## src/rtl/ram_ctrl_pkg.sv

```systemverilog
// ram_ctrl_pkg: shared widths, RAM size and FSM state type for the burst controller
package ram_ctrl_pkg;
  localparam int ADDR_W = 8;
  localparam int DATA_W = 32;
  localparam int LEN_W = 4;
  localparam int RAM_WORDS = 256;
  typedef enum logic [2:0] {IDLE, WR_BURST, RD_ADDR, RD_DATA, FINISH} state_t;
endpackage

```

## src/rtl/ram_burst_ctrl_if.sv

```systemverilog
// ram_burst_ctrl_if: host-side request, write-data, read-data and status signals
interface ram_burst_ctrl_if;
  import ram_ctrl_pkg::*;
  logic              req_valid;
  logic              req_ready;
  logic              req_wr;
  logic [ADDR_W-1:0] req_addr;
  logic [LEN_W-1:0]  req_len;
  logic              wdata_valid;
  logic              wdata_ready;
  logic [DATA_W-1:0] wdata;
  logic              rdata_valid;
  logic              rdata_ready;
  logic [DATA_W-1:0] rdata;
  logic              done;
  logic              busy;
  modport master (
    output req_valid, req_wr, req_addr, req_len, wdata_valid, wdata, rdata_ready,
    input  req_ready, wdata_ready, rdata_valid, rdata, done, busy
  );
  modport slave (
    input  req_valid, req_wr, req_addr, req_len, wdata_valid, wdata, rdata_ready,
    output req_ready, wdata_ready, rdata_valid, rdata, done, busy
  );
endinterface

```

## src/rtl/ram_burst_counter.sv

```systemverilog
// ram_burst_counter: current burst address and words remaining, with last-word flag
module ram_burst_counter
  import ram_ctrl_pkg::*;
(
  input  logic              clk,
  input  logic              rst_n,
  input  logic              load,
  input  logic              step,
  input  logic [ADDR_W-1:0] load_addr,
  input  logic [LEN_W-1:0]  load_len,
  output logic [ADDR_W-1:0] addr,
  output logic              last
);
  logic [LEN_W-1:0] remaining;
  // address wraps modulo RAM size, so bursts may cross any bank boundary
  always_ff @(posedge clk or negedge rst_n)
    if (!rst_n) begin
      addr <= '0;
      remaining <= '0;
    end else if (load) begin
      addr <= load_addr;
      remaining <= load_len;
    end else if (step) begin
      addr <= addr + 1'b1;
      remaining <= remaining - 1'b1;
    end
  assign last = remaining == '0;
endmodule

```

## src/rtl/ram_burst_ctrl.sv

```systemverilog
// ram_burst_ctrl: serialises host read/write bursts onto the single-port banked RAM
module ram_burst_ctrl
  import ram_ctrl_pkg::*;
(
  input  logic              clk,
  input  logic              rst_n,
  ram_burst_ctrl_if.slave   host,
  output logic [ADDR_W-1:0] ram_addr,
  output logic [DATA_W-1:0] ram_din,
  output logic              ram_wr,
  output logic              ram_en,
  input  logic [DATA_W-1:0] ram_dout
);
  state_t state, state_nx;
  logic up, fresh, load, step, last, wr_hs, rd_hs;
  logic [DATA_W-1:0] rdata_q;
  logic [ADDR_W-1:0] cur_addr;
  ram_burst_counter u_cnt (
    .clk(clk),
    .rst_n(rst_n),
    .load(load),
    .step(step),
    .load_addr(host.req_addr),
    .load_len(host.req_len),
    .addr(cur_addr),
    .last(last)
  );
  // up keeps req_ready low until the first edge after reset release;
  // fresh marks the first RD_DATA cycle, when the RAM output is passed straight through
  always_ff @(posedge clk or negedge rst_n)
    if (!rst_n) begin
      state <= IDLE;
      up <= 1'b0;
      fresh <= 1'b0;
      rdata_q <= '0;
    end else begin
      state <= state_nx;
      up <= 1'b1;
      fresh <= state == RD_ADDR;
      if (fresh) rdata_q <= ram_dout;
    end
  always_comb begin
    state_nx = state;
    case (state)
      IDLE:     if (load) state_nx = host.req_wr ? WR_BURST : RD_ADDR;
      WR_BURST: if (wr_hs && last) state_nx = FINISH;
      RD_ADDR:  state_nx = RD_DATA;
      RD_DATA:  if (rd_hs) state_nx = last ? FINISH : RD_ADDR;
      FINISH:   state_nx = IDLE;
      default:  state_nx = IDLE;
    endcase
  end
  assign host.req_ready = up && state == IDLE;
  assign host.wdata_ready = state == WR_BURST;
  assign host.rdata_valid = state == RD_DATA;
  assign host.rdata = fresh ? ram_dout : rdata_q;
  assign host.done = state == FINISH;
  assign host.busy = state != IDLE;
  assign load = host.req_ready && host.req_valid;
  assign wr_hs = host.wdata_ready && host.wdata_valid;
  assign rd_hs = host.rdata_valid && host.rdata_ready;
  assign step = (wr_hs || rd_hs) && !last;
  assign ram_en = wr_hs || state == RD_ADDR;
  assign ram_wr = wr_hs;
  assign ram_addr = cur_addr;
  assign ram_din = wr_hs ? host.wdata : '0;
endmodule

```

## src/flat_wrapper.sv

```systemverilog
// flat-port wrapper written by rule: the top's interface ports become plain ports
module ram_burst_ctrl_flat import ram_ctrl_pkg::*;
  (clk, rst_n, ram_addr, ram_din, ram_wr, ram_en, ram_dout, host_req_valid, host_req_wr, host_req_addr, host_req_len, host_wdata_valid, host_wdata, host_rdata_ready, host_req_ready, host_wdata_ready, host_rdata_valid, host_rdata, host_done, host_busy);
  ram_burst_ctrl_if host_i ();
  input  logic clk;
  input  logic rst_n;
  output logic [ADDR_W-1:0] ram_addr;
  output logic [DATA_W-1:0] ram_din;
  output logic ram_wr;
  output logic ram_en;
  input  logic [DATA_W-1:0] ram_dout;
  input wire logic [$bits(host_i.req_valid)-1:0] host_req_valid;
  input wire logic [$bits(host_i.req_wr)-1:0] host_req_wr;
  input wire logic [$bits(host_i.req_addr)-1:0] host_req_addr;
  input wire logic [$bits(host_i.req_len)-1:0] host_req_len;
  input wire logic [$bits(host_i.wdata_valid)-1:0] host_wdata_valid;
  input wire logic [$bits(host_i.wdata)-1:0] host_wdata;
  input wire logic [$bits(host_i.rdata_ready)-1:0] host_rdata_ready;
  output wire logic [$bits(host_i.req_ready)-1:0] host_req_ready;
  output wire logic [$bits(host_i.wdata_ready)-1:0] host_wdata_ready;
  output wire logic [$bits(host_i.rdata_valid)-1:0] host_rdata_valid;
  output wire logic [$bits(host_i.rdata)-1:0] host_rdata;
  output wire logic [$bits(host_i.done)-1:0] host_done;
  output wire logic [$bits(host_i.busy)-1:0] host_busy;
  assign host_i.req_valid = host_req_valid;
  assign host_i.req_wr = host_req_wr;
  assign host_i.req_addr = host_req_addr;
  assign host_i.req_len = host_req_len;
  assign host_i.wdata_valid = host_wdata_valid;
  assign host_i.wdata = host_wdata;
  assign host_i.rdata_ready = host_rdata_ready;
  assign host_req_ready = host_i.req_ready;
  assign host_wdata_ready = host_i.wdata_ready;
  assign host_rdata_valid = host_i.rdata_valid;
  assign host_rdata = host_i.rdata;
  assign host_done = host_i.done;
  assign host_busy = host_i.busy;
  ram_burst_ctrl u_core (.clk(clk), .rst_n(rst_n), .host(host_i), .ram_addr(ram_addr), .ram_din(ram_din), .ram_wr(ram_wr), .ram_en(ram_en), .ram_dout(ram_dout));
endmodule
```

## config.mk

```make
export PLATFORM = sky130hd
export DESIGN_NAME = ram_burst_ctrl_flat
export DESIGN_NICKNAME = d
export VERILOG_FILES = /design/src/rtl/ram_ctrl_pkg.sv /design/src/rtl/ram_burst_ctrl_if.sv /design/src/rtl/ram_burst_counter.sv /design/src/rtl/ram_burst_ctrl.sv /design/src/flat_wrapper.sv
export SDC_FILE = /design/constraint.sdc
export NUM_CORES = 1
export LEC_CHECK = 0
export CORE_ASPECT_RATIO = 0.8
export CORE_UTILIZATION = 35
export CTS_CLUSTER_SIZE = 25
export DETAILED_ROUTE_END_ITERATION = 8
export GPL_ROUTABILITY_DRIVEN = 1
export PLACE_DENSITY = 0.84
export SYNTH_ARGS = -nofsm -noshare
export SYNTH_HDL_FRONTEND = slang
export SYNTH_SLANG_ARGS = --single-unit
```

## constraint.sdc

```tcl
create_clock -name clk -period 5.2 [get_ports clk]
set_clock_uncertainty 0.1 [all_clocks]
set_input_delay 1.04 -clock clk [delete_from_list [all_inputs] [get_ports clk]]
set_output_delay 1.04 -clock clk [all_outputs]
set_load 0.1 [all_outputs]
```

==> flow_summary.html <==
<table>
<tr><th>Metric</th><th>Value</th></tr>
<tr><th colspan="2">Floorplanning</th></tr>
<tr><td>Number of placement rows</td><td>27</td></tr>
<tr><td>Top Ports</td><td>161</td></tr>
<tr><td>Die area</td><td>7501 um2</td></tr>
<tr><td>Die span in y</td><td>between 70 and 80 um</td></tr>
<tr><td>Initial Util</td><td>a little over a third</td></tr>
<tr><td>Chip Width</td><td>slightly below 100 um</td></tr>
<tr><td>Placeable core area</td><td>6892 um2</td></tr>
<tr><th colspan="2">Critical path</th></tr>
<tr><td>Critical path type</td><td>input pin to output pin</td></tr>
<tr><td>Kind of start point of the critical path</td><td>input pin</td></tr>
<tr><td>Critical path buffer and inverter count</td><td>2</td></tr>
<tr><td>Arr. time, crit path</td><td>2860 ps</td></tr>
<tr><td>Sequence of cells on the critical path</td><td>clkdlybuf4s50_1 -&gt; and2_1 -&gt; or2_2 -&gt; buf_4</td></tr>
<tr><td>Slowest stage delay, CP</td><td>900 ps</td></tr>
<tr><td>Highest-delay cell along the critical path</td><td>sky130_fd_sc_hd__clkdlybuf4s50_1</td></tr>
<tr><td>Data required time at the worst endpoint</td><td>just over 4000 ps</td></tr>
<tr><td>R2R setup slack</td><td>3070 ps</td></tr>
<tr><td>Dominant delay contributor by cell family on the critical path</td><td>buffers and inverters</td></tr>
<tr><td>Kind of capture point of the worst setup path</td><td>output pin</td></tr>
<tr><td>Largest driver fanout on the critical path</td><td>35</td></tr>
<tr><th colspan="2">Global routing</th></tr>
<tr><td>Total track usage</td><td>18.15%</td></tr>
<tr><td>Number of global-route vias before repair</td><td>2129</td></tr>
<tr><td>First-pass GRT wire length</td><td>10.54 mm</td></tr>
<tr><td>Number of antenna violations at the first check in global routing</td><td>0</td></tr>
<tr><td>Grt ovf</td><td>0</td></tr>
<tr><td>Maximum number of pins on one net before global-route repair</td><td>50</td></tr>
<tr><th colspan="2">Drt</th></tr>
<tr><td>Via density per instance</td><td>4.840</td></tr>
<tr><td>DR DRC count</td><td>0</td></tr>
<tr><td>Met2 routed WL</td><td>3.236 mm</td></tr>
<tr><td>Antenna viol nets, final</td><td>0</td></tr>
<tr><td>Mean routed wirelength per cell</td><td>15.13 um</td></tr>
<tr><td>Count of routing violations after the opening detailed-route iteration</td><td>103</td></tr>
<tr><td>Total routed wirelength</td><td>7.007 mm</td></tr>
<tr><td>Wire length the detailed router placed on met1</td><td>3.115 mm</td></tr>
<tr><td>Highest Signal Layer</td><td>met4</td></tr>
<tr><td>Via total after detailed routing</td><td>2241</td></tr>
<tr><td>Metal3 WL</td><td>around 600 um</td></tr>
<tr><td>DRT Pass-1 Iters</td><td>4</td></tr>
<tr><th colspan="2">Logic synthesis</th></tr>
<tr><td>Number of storage elements in the synthesis netlist</td><td>around 50</td></tr>
<tr><td>Top flip-flop cell by instance count after synthesis</td><td>sky130_fd_sc_hd__dfrtp_1</td></tr>
<tr><td>Count of cell types in the netlist</td><td>39</td></tr>
<tr><td>Synth top area share</td><td>roughly half</td></tr>
<tr><td>Warning count from the yosys run</td><td>0</td></tr>
<tr><td>Sequential area share after synthesis</td><td>48.95%</td></tr>
<tr><td>Post-synth net total</td><td>309</td></tr>
<tr><td>Average instance area after synthesis</td><td>11.18 um2</td></tr>
<tr><td>Mapped Cells</td><td>~220</td></tr>
<tr><td>Number of enable-type register cells in the synthesized netlist</td><td>0</td></tr>
<tr><td>Largest cells by area after synthesis</td><td>sky130_fd_sc_hd__dfrtp_1 (49%), sky130_fd_sc_hd__mux2_2 (14%), sky130_fd_sc_hd__and3_1 (8.2%), sky130_fd_sc_hd__xnor2_1 (2.8%), sky130_fd_sc_hd__nor2_1 (2.5%)</td></tr>
<tr><td>Async set or reset register ratio after synthesis</td><td>100.0%</td></tr>
<tr><td>Synth area leader</td><td>sky130_fd_sc_hd__dfrtp_1</td></tr>
<tr><td>Most repeated cell in the gate-level netlist after synthesis</td><td>sky130_fd_sc_hd__dfrtp_1</td></tr>
<tr><td>Mapped cell area</td><td>roughly 2500 um2</td></tr>
<tr><td>Most instantiated cells after synthesis</td><td>sky130_fd_sc_hd__dfrtp_1 (49), sky130_fd_sc_hd__and3_1 (33), sky130_fd_sc_hd__mux2_2 (32)</td></tr>
<tr><th colspan="2">Layout</th></tr>
<tr><td>Share of final-layout standard cells stronger than drive strength 1</td><td>a little under a quarter</td></tr>
<tr><td># nets final</td><td>460</td></tr>
<tr><td>Filler instances</td><td>613</td></tr>
<tr><td>Diodes inserted</td><td>0</td></tr>
<tr><td>Layout-stage area growth over the synthesis result</td><td>65.73%</td></tr>
<tr><th colspan="2">Clock network</th></tr>
<tr><td>Clock buffer count from CTS</td><td>5</td></tr>
<tr><td>Insertion delay of the later-clocked pin in the worst-skew pair</td><td>300 ps</td></tr>
<tr><td>Clock tree from TritonCTS</td><td>built</td></tr>
<tr><td>Maximum level of the CTS H-tree</td><td>2</td></tr>
<tr><td>Worst-path clk slew</td><td>90 ps</td></tr>
<tr><td>Post-cts repair resize count</td><td>0</td></tr>
<tr><td>Buffer levels on the longest clock path</td><td>2</td></tr>
<tr><td>Hold_buf cts</td><td>0</td></tr>
<tr><td>Buffers inserted during post-CTS setup optimization</td><td>0</td></tr>
<tr><td>CTS Root Cell</td><td>sky130_fd_sc_hd__clkbuf_8</td></tr>
<tr><td>Number of sinks handled by clock tree synthesis</td><td>49</td></tr>
<tr><th colspan="2">STA</th></tr>
<tr><td>Final clock period utilization by the worst path</td><td>76.85%</td></tr>
<tr><td>Post-route minimum period</td><td>3996 ps</td></tr>
<tr><td>Slew Limit Headroom</td><td>26.17%</td></tr>
<tr><td>Setup repair after global routing missed its margin</td><td>false</td></tr>
<tr><td>WHS</td><td>just over 400 ps</td></tr>
<tr><td>Slew at the pin closest to its max-slew limit</td><td>1108 ps</td></tr>
<tr><td>Highest attainable clock frequency</td><td>250.2 MHz</td></tr>
<tr><td>Final max-slew violation count</td><td>0</td></tr>
<tr><td>Number of endpoints with negative hold slack in the final report</td><td>0</td></tr>
<tr><td>Aggregate negative setup slack</td><td>0 ps</td></tr>
<tr><td>Setup Viol. Count Final</td><td>0</td></tr>
<tr><th colspan="2">Place</th></tr>
<tr><td>Global placer's final weighted congestion</td><td>0.7724</td></tr>
<tr><td>Detailed-placement wirelength estimate</td><td>5.389 mm</td></tr>
<tr><td>IO buf count</td><td>160</td></tr>
<tr><th colspan="2">Hold path</th></tr>
<tr><td>Hold crit path type</td><td>flop to flop</td></tr>
<tr><th colspan="2">Run</th></tr>
<tr><td>Count of maximum capacitance violations</td><td>0</td></tr>
<tr><th colspan="2">Status</th></tr>
<tr><td>Status</td><td>finished clean</td></tr>
</table>
## cell usage in the layout (no fill, tap or decap), types with 2 or more instances in the layout
cell	synthesis	layout
sky130_fd_sc_hd__a21oi_1	12	12
sky130_fd_sc_hd__a31oi_1	2	2
sky130_fd_sc_hd__and3_1	33	33
sky130_fd_sc_hd__buf_4	1	38
sky130_fd_sc_hd__clkbuf_8	0	6
sky130_fd_sc_hd__clkdlybuf4s50_1	0	123
sky130_fd_sc_hd__dfrtp_1	49	49
sky130_fd_sc_hd__ha_1	3	3
sky130_fd_sc_hd__inv_1	9	9
sky130_fd_sc_hd__mux2_2	32	32
sky130_fd_sc_hd__mux2i_1	3	3
sky130_fd_sc_hd__nand2_1	4	4
sky130_fd_sc_hd__nand3_1	3	3
sky130_fd_sc_hd__nand4b_1	3	3
sky130_fd_sc_hd__nor2_1	17	17
sky130_fd_sc_hd__nor3b_1	2	2
sky130_fd_sc_hd__nor4_1	7	7
sky130_fd_sc_hd__xnor2_1	8	8
## state kept, by name, indices dropped and copies added, names as in the netlist
signal and flops:
u_core.fresh 1, u_core.rdata_q 32, u_core.state 3, u_core.u_cnt.addr 8, u_core.u_cnt.remaining 4, u_core.up 1
## cell type report
class | count | area, um2 | area share, %
Inverter | 9 | 33.78 | 0.8137
Clock inverter | 2 | 37.54 | 0.9042
Clock buffer | 6 | 82.58 | 1.989
Tap cell | 87 | 108.9 | 2.622
Sequential cell | 49 | 1226 | 29.54
Timing Repair Buffer | 162 | 1521 | 36.65
Multi-Input combinational cell | 148 | 1141 | 27.49
## path summary, 6_finish.rpt
path	start	end	cells after the start
max	host_wdata_valid	ram_en	4
min	u_core.rdata_q[14]$_DFF_PN0_	u_core.rdata_q[14]$_DFF_PN0_	1
max reg2reg	u_core.u_cnt.remaining[0]$_DFFE_PN0P_	u_core.u_cnt.remaining[1]$_DFFE_PN0P_	6
min reg2reg	u_core.rdata_q[14]$_DFF_PN0_	u_core.rdata_q[14]$_DFF_PN0_	1
max in group asynchronous	rst_n	u_core.state[0]$_DFFE_PN0P_	1
min in group asynchronous	rst_n	u_core.u_cnt.remaining[0]$_DFFE_PN0P_	1
## metrics by stage
stage / setup slack [ps] / instances / cell area (um2) / util [%]
after CTS: 1192 / 463 / 4151 / 60.24
after detailed placement: 1201 / 455 / 4031 / 58.50
after floorplan: 1341 / 224 / 2505 / -
after global placement: 1267 / 455 / 4031 / 58.50
after global routing: 1077 / 463 / 4151 / 60.24
final: 1204 / 463 / 4151 / 60.24
## metal layers
layer	vias up	global-route usage [%]
met5	-	0
met4	0	3.088
met3	5	5.196
met2	84	28.59
met1	1071	24.94
li1	1081	-
## kinds of logic after synthesis
group | Yosys count | share of synthesized area (%)
buf+inv | 27 | 5.494
mux | 37 | 17.08
fa+ha+maj | 3 | 1.499
flops | 49 | 48.95
xor+xnor | 8 | 2.797
other cells | 1 | 0.1497
compound gates | 20 | 4.895
simple gates | 79 | 19.13
Power is not shown: default switching activity piles up to over one toggle a cycle in this logic, so the estimate is an artifact.
==> variant 1 (same flow settings) <==
Reset style: synchronous (`rst_n`), changed in 2 clocked blocks.
--- a/src/rtl/ram_burst_counter.sv
+++ b/src/rtl/ram_burst_counter.sv
@@ -13,7 +13,7 @@
 );
   logic [LEN_W-1:0] remaining;
   // address wraps modulo RAM size, so bursts may cross any bank boundary
-  always_ff @(posedge clk or negedge rst_n)
+  always_ff @(posedge clk)
     if (!rst_n) begin
       addr <= '0;
       remaining <= '0;
--- a/src/rtl/ram_burst_ctrl.sv
+++ b/src/rtl/ram_burst_ctrl.sv
@@ -27,7 +27,7 @@
   );
   // up keeps req_ready low until the first edge after reset release;
   // fresh marks the first RD_DATA cycle, when the RAM output is passed straight through
-  always_ff @(posedge clk or negedge rst_n)
+  always_ff @(posedge clk)
     if (!rst_n) begin
       state <= IDLE;
       up <= 1'b0;
Function: differs if rst_n is asserted again (counterexample within 4 cycles, from zero or initial values and one cycle with rst_n low); with rst_n held inactive, the same outputs for 10 cycles.
==> variant 1 against the original RTL <==
  * Design area is 1.7% lower
  * Critical path depth is 1 lower
  * Area after synthesis is 3.7% lower
  * Setup slack better by 49 ps
  * Wire length is 1.5% lower
  * First-iteration DRC count is 57% lower
  * Sequential cell count stayed put
  * Critical path type unchanged
  * Critical endpoint is now host_rdata[1]
Power is left out: it rests on default switching activity, and per cell area and clock period it moved more than threefold.
==> variant 1: results (changes against the original RTL) <==
GR Util met3: 0.0459 (was 0.0520)
top cells by area, synth: dfxtp_1 41%, and2_1 17%, mux2_2 13%, mux2_1 2.3%, a21oi_1 1.9% (was dfrtp_1 49%, mux2_2 14%, and3_1 8.2%, xnor2_1 2.8%, nor2_1 2.5%)
met3 wire len: 413 µm (was 615 µm)
CP max-delay cell: clkdlybuf4s50_1 (unchanged)
synth warn: 0 (unchanged)
Largest regs: u_core.rdata_q: 32 flops, u_core.u_cnt.addr: 8 flops, u_core.u_cnt.remaining: 4 flops (unchanged)
Slew @ Worst Pin: 1030 ps (was 1110 ps)
drt total wl: 6900 µm (was 7010 µm)
Pre-antenna DRT Iters: 4 (unchanged)
Diodes inserted: 0 (unchanged)
vias in the first global route: 2199 (was 2129)
vias per std cell: 4.68 (was 4.84)
Distinct cells, synth: 39 (unchanged)
initial antenna violation count: 0 (unchanged)
layout cells sized above 1: 0.193 (was 0.231)
FILL cells: 571 (was 613)
CTS Root Cell: clkbuf_8 (unchanged)
Initial DRC Count: 44 (was 103)
placed insts: 485 (was 455)
clock tree buffer depth: 2 (unchanged)
GR Util met1: 0.264 (was 0.249)
Tot GR Track Use: 0.192 (was 0.182)
Worst-path clk slew: 90 ps (about the same)
Post-synth top cells: 65 x and2_1, 49 x dfxtp_1, 28 x mux2_2 (was 49 x dfrtp_1, 33 x and3_1, 32 x mux2_2)
Avg WL per Cell: 14.0 µm (was 15.1 µm)
Worst EP arrival: 2810 ps (was 2860 ps)
metal2 WL: 3250 µm (was 3240 µm)
# port buffers: 160 (unchanged)
syn nets: 341 (was 309)
min-delay worst type: reg2reg (unchanged)
largest net degree at the start of global routing: 50 (unchanged)
Metal-1 WL: 3210 µm (was 3120 µm)
status: finished, final reports clean (unchanged)
depth of the CTS H-tree: 2 (unchanged)
Post-CTS Setup Repair Bufs: 0 (unchanged)
critical path fanouts, max: 2 (was 35)
fmax: 0.253 GHz (was 0.250 GHz)
Async SR Flop Fraction: 0 (was 1.00)
Seq/Total Area, Yosys: 0.407 (was 0.490)
post-cts resize count: 0 (unchanged)
Synth Flop Type: dfxtp_1 (was dfrtp_1)
RePlAce Congestion: 0.767 (was 0.772)
cts bufs inserted: 5 (unchanged)
global-route wire length before repair: 10900 µm (was 10500 µm)
met2 Resource Use GR: 0.306 (was 0.286)
max incr delay on CP: 1140 ps (was 900 ps)
syn_area_per_cell: 9.42 µm² (was 11.2 µm²)
worst skew pair latency: 300 ps (about the same)
top layer in use: met4 (unchanged)
Detail Placement HPWL: 5300 µm (was 5390 µm)
==> variant 1: final cells by class <==
cell class,instances,area (µm²),area share
tap,84,105,0.0258
timing repair buffer,162,1530,0.375
inverter,5,18.8,0.00460
multi-input combinational,185,1330,0.326
clock inverter,1,30.0,0.00736
clock buffer,7,86.3,0.0212
sequential,49,981,0.240
==> variant 1: path summary, 6_finish.rpt <==
kind,startpoint,end,slack (ps),cells after the start
max,ram_dout[1],host_rdata[1],1250,3
min,u_core.u_cnt.remaining[1],u_core.u_cnt.remaining[1],420,2
max reg2reg,u_core.state[0],u_core.u_cnt.addr[6],3160,4
min reg2reg,u_core.u_cnt.remaining[1],u_core.u_cnt.remaining[1],420,2
==> variant 1: worst max-delay path: cells and delay by family <==
family | cells | cell delay (ps)
buf+inv | 2 | 1600
mux | 1 | 160
==> variant 1: through the flow <==
step / instance area, µm² / hold slack (ps) / setup slack, ps / utilization
6_report: 4080 / 420 / 1250 / 0.627
5_1_grt: 4080 / 463 / 1150 / 0.627
4_1_cts: 4080 / 420 / 1250 / 0.627
3_5_place_dp: 3960 / 404 / 1260 / 0.609
3_3_place_gp: 3960 / 398 / 1270 / 0.609
2_1_floorplan: 2410 / 381 / 959 / -
==> variant 1: kinds of logic after synthesis <==
family                     count (synthesis)  synth area share
muxes                                     34             0.158
xor gates and xnor gates                   3            0.0109
AOI/OAI and AO/OA                         30            0.0768
and+or+nand+nor                          115             0.290
DFF                                       49             0.407
buffers and inverters                     22            0.0420
adders and majority gates                  3            0.0156
==> variant 2 (same settings) <==
Without the edit above. `DATA_W`: 32 -> 48.
--- a/src/rtl/ram_ctrl_pkg.sv
+++ b/src/rtl/ram_ctrl_pkg.sv
@@ -1,7 +1,7 @@
 // ram_ctrl_pkg: shared widths, RAM size and FSM state type for the burst controller
 package ram_ctrl_pkg;
   localparam int ADDR_W = 8;
-  localparam int DATA_W = 32;
+  localparam int DATA_W = 48;
   localparam int LEN_W = 4;
   localparam int RAM_WORDS = 256;
   typedef enum logic [2:0] {IDLE, WR_BURST, RD_ADDR, RD_DATA, FINISH} state_t;
Interface: changed (resized host_rdata, host_wdata, ram_din and ram_dout); port bits go from 161 to 225. The function was not compared with the original's and may differ.
==> variant 2 against the original RTL <==
  * Design area increased by 37%
  * Global-route usage increased by 1.3 points
  * Register-to-register slack got worse by 160 ps
  * Sequential cell count grew 16
  * Wire length increased by 35%
  * Sequential share of layout area down 0.85 points
  * Hold slack worse by 8.6 ps
  * Setup slack lost 75 ps
  * Non-clock buffer count is 65 higher
  * Die area up 26%
  * Area after synthesis grew 26%
Power is not shown: default switching activity piles up to over one toggle a cycle in this logic, so the estimate is an artifact.
==> variant 2: results (changes against the original RTL) <==
metal2 WL: 4840 µm (was 3240 µm)
met2 Resource Use GR: 0.335 (was 0.286)
CTS Root Cell: clkbuf_16 (was clkbuf_8)
Worst EP arrival: 2930 ps (was 2860 ps)
Area after DPL: 5330 µm² (was 4030 µm²)
GR Util met1: 0.249 (about the same)
layout cells sized above 1: 0.270 (was 0.231)
fmax: 0.246 GHz (was 0.250 GHz)
RePlAce Congestion: 0.755 (was 0.772)
Finished Layout Cells: 604 (was 463)
global-route wire length before repair: 14300 µm (was 10500 µm)
status: finished, final reports clean (unchanged)
crit path to: ram_din[6] (was ram_en)
Seq/Total Area, Yosys: 0.513 (was 0.490)
vias in the first global route: 2873 (was 2129)
Endpoint, Worst Hold: u_core.rdata_q[10] (was u_core.rdata_q[14])
cts bufs inserted: 9 (was 5)
Reg2Reg Setup Slack: 2910 ps (was 3070 ps)
Worst-path clk slew: 50 ps (was 90 ps)
mux cell area share after synthesis: 0.188 (was 0.171)
Detail Placement HPWL: 7280 µm (was 5390 µm)
Tot GR Track Use: 0.194 (was 0.182)
Avg WL per Cell: 15.7 µm (was 15.1 µm)
complex-gate fraction of the synthesized area: 0.0387 (was 0.0490)
final hold slack: 395 ps (was 404 ps)
max incr delay on CP: 1070 ps (was 900 ps)
Rel. slew slack: 0.297 (was 0.262)
vias per std cell: 4.80 (was 4.84)
Largest regs: u_core.rdata_q: 48 flops, u_core.u_cnt.addr: 8 flops, u_core.u_cnt.remaining: 4 flops (was u_core.rdata_q: 32 flops, u_core.u_cnt.addr: 8 flops, u_core.u_cnt.remaining: 4 flops)
FILL cells: 677 (was 613)
critical path fanouts, max: 34 (was 35)
syn nets: 387 (was 309)
Synth Area in XOR/XNOR: 0.0221 (was 0.0280)
top cells by area, synth: dfrtp_1 51%, mux2_2 17%, and3_1 9.7%, xnor2_1 2.2%, nor2_1 1.7% (was dfrtp_1 49%, mux2_2 14%, and3_1 8.2%, xnor2_1 2.8%, nor2_1 2.5%)
GR Util met3: 0.0434 (was 0.0520)
-- variant 2: cell count changes after synthesis, sizes merged, moves of 3 or more --
cell / before / now
nand2: 4 / 1
nor2: 17 / 14
and3: 33 / 49
buf: 10 / 6
mux2: 33 / 49
and2: 1 / 4
clkbuf: 8 / 15
dfrtp: 49 / 65
nand3: 3 / 6
-- variant 2: area by class of cell --
| class | instances | area share |
|---|---|---|
| Clock buffer | 10 | 0.0403 |
| Sequential cell | 65 | 0.287 |
| Multi-Input combinational cell | 174 | 0.248 |
| Inverter | 10 | 0.00661 |
| Clock inverter | 6 | 0.0205 |
| Tap cell | 112 | 0.0247 |
| Timing Repair Buffer | 227 | 0.373 |
-- variant 2: worst reg2reg max path, stage by stage, from the launching register on --
cell and delay [ps]:
dfrtp_1 400, inv_1 90, ha_1 160, nor3b_2 840, nor3_4 150, mux2i_1 170
mux2_2 270
